### config.mk
export PLATFORM = sky130hd
export DESIGN_NAME = pulse_regen
export DESIGN_NICKNAME = d
export VERILOG_FILES = /design/src/rtl/pulse_regen.sv
export SDC_FILE = /design/constraint.sdc
export NUM_CORES = 1
export LEC_CHECK = 0
export CAP_MARGIN = 25
export CORE_AREA = 10 10 96 73
export CTS_CLUSTER_SIZE = 12
export DETAILED_ROUTE_END_ITERATION = 8
export DIE_AREA = 0 0 106 83
export HOLD_SLACK_MARGIN = 0.08
export SLEW_MARGIN = 30
export SYNTH_ARGS = -nofsm -noshare
export SYNTH_HDL_FRONTEND = slang
export SYNTH_SLANG_ARGS = --single-unit
### constraint.sdc
create_clock -name clk -period 2.1 [get_ports clk]
set_input_delay 0.42 -clock clk [delete_from_list [all_inputs] [get_ports clk]]
set_output_delay 0.42 -clock clk [all_outputs]
set_load 0.02 [all_outputs]
### src/rtl/pulse_regen.sv
// pulse_regen: turns one-cycle event pulses into clean level waveforms.
// Each accepted event yields one HIGH_CYCLES-wide high phase followed by a
// LOW_CYCLES-wide low gap; events arriving while busy are queued (up to
// 2^PEND_W-1) and replayed back to back. A dropped event sets sticky ovf.
//
// Optional build macro: PULSE_REGEN_RETRIGGER_EN
//   When defined, an event arriving during the high phase reloads the high
//   counter (extending the current phase) instead of being queued.
//   When undefined, no reload path exists and such events are queued.

module pulse_regen #(
    parameter int unsigned HIGH_CYCLES = 4,
    parameter int unsigned LOW_CYCLES  = 4,
    parameter int unsigned CNT_W       = 16,
    parameter int unsigned PEND_W      = 3
) (
    input  logic              clk,
    input  logic              r,
    input  logic              in,
    input  logic              clr_ovf,
    output logic              out,
    output logic              busy,
    output logic [PEND_W-1:0] pend_cnt,
    output logic              ovf
);

    // Counter reload values: a phase of N cycles counts N-1 down to 0.
    localparam logic [CNT_W-1:0]  HIGH_LOAD = CNT_W'(HIGH_CYCLES - 1);
    localparam logic [CNT_W-1:0]  LOW_LOAD  = CNT_W'(LOW_CYCLES - 1);
    localparam logic [PEND_W-1:0] PEND_MAX  = {PEND_W{1'b1}};

    typedef enum logic [1:0] {
        IDLE = 2'd0,
        HIGH = 2'd1,
        LOW  = 2'd2
    } state_t;

    state_t            state;
    logic [CNT_W-1:0]  cnt;

    logic              start;
    logic              absorb;
    logic              accept;
    logic              consume;
    logic              drop;
    logic              cnt_zero;

    // Event bookkeeping: decide whether this cycle starts a phase, queues,
    // absorbs or drops the incoming event.
    always_comb begin
        cnt_zero = (cnt == '0);
        start    = in || (pend_cnt != '0);
        absorb   = 1'b0;
`ifdef PULSE_REGEN_RETRIGGER_EN
        absorb   = in && (state == HIGH);
`endif
        accept   = in && !absorb;
        consume  = start && ((state == IDLE) || ((state == LOW) && cnt_zero));
        drop     = accept && !consume && (pend_cnt == PEND_MAX);
    end

    // Phase sequencer: IDLE -> HIGH -> LOW -> (HIGH | IDLE), outputs registered.
    always_ff @(posedge clk) begin
        if (!r) begin
            state <= IDLE;
            cnt   <= '0;
            out   <= 1'b0;
            busy  <= 1'b0;
        end else begin
            case (state)
                IDLE: begin
                    if (start) begin
                        state <= HIGH;
                        cnt   <= HIGH_LOAD;
                        out   <= 1'b1;
                        busy  <= 1'b1;
                    end
                end
                HIGH: begin
`ifdef PULSE_REGEN_RETRIGGER_EN
                    if (absorb) begin
                        cnt <= HIGH_LOAD;
                    end else
`endif
                    if (cnt_zero) begin
                        state <= LOW;
                        cnt   <= LOW_LOAD;
                        out   <= 1'b0;
                    end else begin
                        cnt <= cnt - CNT_W'(1);
                    end
                end
                LOW: begin
                    if (cnt_zero) begin
                        if (start) begin
                            state <= HIGH;
                            cnt   <= HIGH_LOAD;
                            out   <= 1'b1;
                        end else begin
                            state <= IDLE;
                            busy  <= 1'b0;
                        end
                    end else begin
                        cnt <= cnt - CNT_W'(1);
                    end
                end
                default: begin
                    state <= IDLE;
                    cnt   <= '0;
                    out   <= 1'b0;
                    busy  <= 1'b0;
                end
            endcase
        end
    end

    // Pending-event counter: saturates at PEND_MAX, never wraps.
    always_ff @(posedge clk) begin
        if (!r) begin
            pend_cnt <= '0;
        end else if (consume) begin
            if ((pend_cnt != '0) && !accept) begin
                pend_cnt <= pend_cnt - PEND_W'(1);
            end
        end else if (accept && !drop) begin
            pend_cnt <= pend_cnt + PEND_W'(1);
        end
    end

    // Sticky overflow flag: a drop in the same cycle as clr_ovf keeps it set.
    always_ff @(posedge clk) begin
        if (!r) begin
            ovf <= 1'b0;
        end else if (drop) begin
            ovf <= 1'b1;
        end else if (clr_ovf) begin
            ovf <= 1'b0;
        end
    end

endmodule

==> metrics.md <==
| Metric | Value |
|---|---|
| Status | `complete, no violations` |
| Net count after synthesis | `190` |
| Hold_buf cts | `0` |
| Largest cells by area after synthesis | `dfxtp_1, a21oi_1, nand2_1, nor3_1, nor2_1` |
| Hold Fails Final Rpt | `0` |
| Final GP Congestion | `between 0.8 and 0.9` |
| Pin count of the biggest net entering global routing | `16` |
| Worst r2r src | `cnt[0]$_SDFF_PN0_` |
| Crit path kind | `reg2reg` |
| Top-area cell type share of the netlist area | `0.317` |
| Synth Area in Compound Gates | `0.257` |
| Routed Antenna Nets | `0` |
| Sequential share of the synthesized area | `0.317` |
| Die outline height | `83 µm` |
| Violation count after the first detailed-route iteration | `~160` |
| Critical path capture point type | `flip-flop` |
| Startpoint Class | `flip-flop` |
| Ratio of cells with drive above 1 in the final layout | `0.243` |
| Drt via density | `5.46` |
| Hold WC Path Type | `reg2reg` |
| Total gr overflow | `0` |
| Max cap viols | `0` |
| Placed Cells | `about 280` |
| Clock root buffer | `clkbuf_8` |
| Max-Slew Margin vs Limit | `0.483` |
| Core ar. | `about 5100 µm²` |
| Nets | `approximately 220` |
| Synthesis Warnings | `0` |
| Required @ worst endpoint | `around 2.3 ns` |
| Final WL | `approximately 4 mm` |
| Yosys top cell by area | `dfxtp_1` |
| FMAX | `about 500 MHz` |
| Die area | `between 8000 and 9000 µm²` |
| DR WL met3 | `around 280 µm` |
| Tot GR Track Use | `0.0899` |
| First-pass DRT Iterations | `5` |
| Worst flop-to-flop path endpoint | `pend_cnt[2]$_SDFFE_PN0P_` |
| Multi-input logic area | `976 µm²` |
| Layout area overhead | `26.7%` |
| Tcrit/Tclk final | `0.963` |
| Clock tree buffer depth | `2` |
| Maximum VDD drop | `852 µV` |
| DR DRC count | `0` |
| Syn Inst Count | `183` |
| Reg area | `about 480 µm²` |
| Fraction of registers with async set/reset | `0` |
| WHS | `between 0.4 and 0.5 ns` |
| Cts bufs inserted | `3` |
| First-pass GRT wire length | `between 6 and 7 mm` |
| Post-synthesis register bit count | `24` |
| Register-to-Register Setup Slack | `0.08 ns` |
| Main combinational cell family by area after synthesis | `simple AND/OR/NAND/NOR gates` |
| Port bufs | `9` |
| Slew Limit Fails | `0` |
| Via count | `1,562` |
| # rows | `22` |
| Layout fillers | `547` |
| Worst-path maximum fanout | `3` |
| Pwr per Cell Area | `approximately 1900 nW/µm²` |
| Netlist Area Pre-Place | `roughly 1500 µm²` |
| Data arrival time of the worst path | `2.19 ns` |
| CP endpoint | `pend_cnt[2]$_SDFFE_PN0P_` |
| Post-DP HPWL | `3.08 mm` |
| Vias in the first global route | `1,332` |
| Slew @ Worst Pin | `~0.77 ns` |
| WL/cell | `14.3 µm` |
| LEAKAGE | `~0.7 nW` |
| Period minus WS final | `about 2.0 ns` |
| Setup violations, final | `0` |
| Mux contribution to synthesized area | `0.0264` |
| Synthesized area per cell | `between 8 and 9 µm²` |
| H-Tree Level Count | `1` |
| Met1 Wirelength | `2.13 mm` |
| Clk_lat worst skew | `approximately 0.27 ns` |
| Worst Setup SP | `cnt[0]$_SDFF_PN0_` |
| Antenna cells | `0` |
| Synth Area in Simple Gates | `0.300` |
| Starting Density | `0.296` |
| Worst Skew | `0.00338 ns` |
| Final setup TNS | `0 ns` |
| Area share of fa/ha/maj cells after synthesis | `0.0363` |
| Post-synth cell types | `54` |
| Ys flop type | `dfxtp_1` |
| CTS sink cnt | `24` |
| Top Metal Used | `met4` |
| Met2 wire len | `about 1.6 mm` |
| Die W | `around 110 µm` |
| RSZ-0062 raised after global routing | `true` |
| Worst R2R Path Depth | `10` |
| Clock slew at reported path FFs | `~0.090 ns` |
| Initial antenna violation count | `0` |
| CTS tree | `built` |
| Post-synth EDFFs | `0` |
| I/O pin cnt | `10` |
| Post-route insts no fill | `286` |
| Synth Area in XOR/XNOR | `0.00578` |
## cell usage after synthesis (3+ instances only)
master,number
dfxtp_1,24
nand2_1,20
a21oi_1,19
nor2_1,11
nor3_1,9
o21ai_0,8
nand3_1,7
inv_1,6
a211oi_1,4
mux2i_1,4
a221oi_1,3
a311oi_1,3
and2_1,3
buf_2,3
buf_6,3
nand2b_1,3
o211ai_1,3
or3_1,3
## cells by family after synthesis
logic type      count (synthesis)
simple gates                   77
compound gates                 57
flops                          24
buf+inv                        16
mux                             4
fa+ha+maj                       4
xor+xnor                        1
## metrics by stage
stage	total power, W	util	worst slack, ns	area (µm²)
2_1_floorplan	0.00256	-	0.00499	1540
5_1_grt	0.00399	0.375	-0.0499	1920
3_3_place_gp	0.00327	0.362	0.00919	1850
3_5_place_dp	0.00326	0.362	-0.00846	1850
6_report	0.00367	0.375	0.0774	1920
4_1_cts	0.00360	0.372	0.0375	1910
## cell type report
class | count | share of cell area
inverter | 7 | 0.0137
multi-input combinational | 143 | 0.508
tap | 72 | 0.0469
sequential | 24 | 0.251
timing repair buffer | 36 | 0.152
clock buffer | 4 | 0.0286
## power by group
group          leakage (nW)  switching (W)  total (W)  internal [W]
combinational         0.487        0.00144    0.00256       0.00113
clock                0.0288       0.000155   0.000323      0.000168
sequential            0.197       0.000160   0.000785      0.000625
## routing by layer
layer  up-vias  global-route usage
met5         -                   0
met4         0              0.0219
met3         4              0.0231
met2        59               0.121
met1       740               0.135
li1        759                   -
## critical path, stage by stage, from the launching register on
cell and delay, ns:
dfxtp_2 0.33, inv_2 0.06, ha_1 0.14, nor4b_4 0.30, nand4_2 0.18, nand2_4 0.10, nand2_2 0.05, fa_2 0.33
nand3b_1 0.16, a2bb2oi_1 0.14, mux2i_1 0.12
## worst min-delay path by stage
stage	start	end	slack [ns]	cells after the start
after detailed placement	ovf$_SDFFE_PN0P_	ovf$_SDFFE_PN0P_	0.47	2
after global placement	ovf$_SDFFE_PN0P_	ovf$_SDFFE_PN0P_	0.47	2
after CTS	ovf$_SDFFE_PN0P_	ovf$_SDFFE_PN0P_	0.49	2
after floorplan	cnt[11]$_SDFF_PN0_	cnt[11]$_SDFF_PN0_	0.49	2
after global routing	ovf$_SDFFE_PN0P_	ovf$_SDFFE_PN0P_	0.52	2
final	ovf$_SDFFE_PN0P_	ovf$_SDFFE_PN0P_	0.48	2
## layout by cell type (no fill, tap or decap), types with 2 or more instances in the layout
cell / n
clkbuf_8: 4
nand3_1: 7
o211ai_1: 3
buf_4: 27
nor4_2: 2
a211oi_1: 4
a21oi_1: 17
nor3_2: 2
nand2b_1: 3
ha_1: 2
nor2_1: 11
or4_4: 2
a2bb2oi_1: 2
a311oi_1: 3
a31oi_1: 2
a221oi_1: 3
nand2_1: 19
dfxtp_1: 23
o311a_1: 2
o21ai_0: 8
a21oi_2: 2
o31ai_1: 2
nand3b_1: 2
nand4_1: 2
inv_2: 2
inv_1: 4
nor3_1: 9
mux2i_1: 4
and2_1: 3
clkdlybuf4s50_1: 9
or3_1: 3
## timing repair
| action | CTS | global route |
|---|---|---|
| buffers inserted | 0 | 1 |
| gates resized for setup | 0 | 3 |
| setup endpoints to repair | 0 | 5 |
| endpoints found under the hold margin | 0 | 0 |
## flip-flops by register name, summed over array words and instances (netlist names)
name,cells
busy,1
cnt,16
pend_cnt,3
ovf,1
state,2
out,1
No activity file was read; power rests on OpenSTA's default activity.
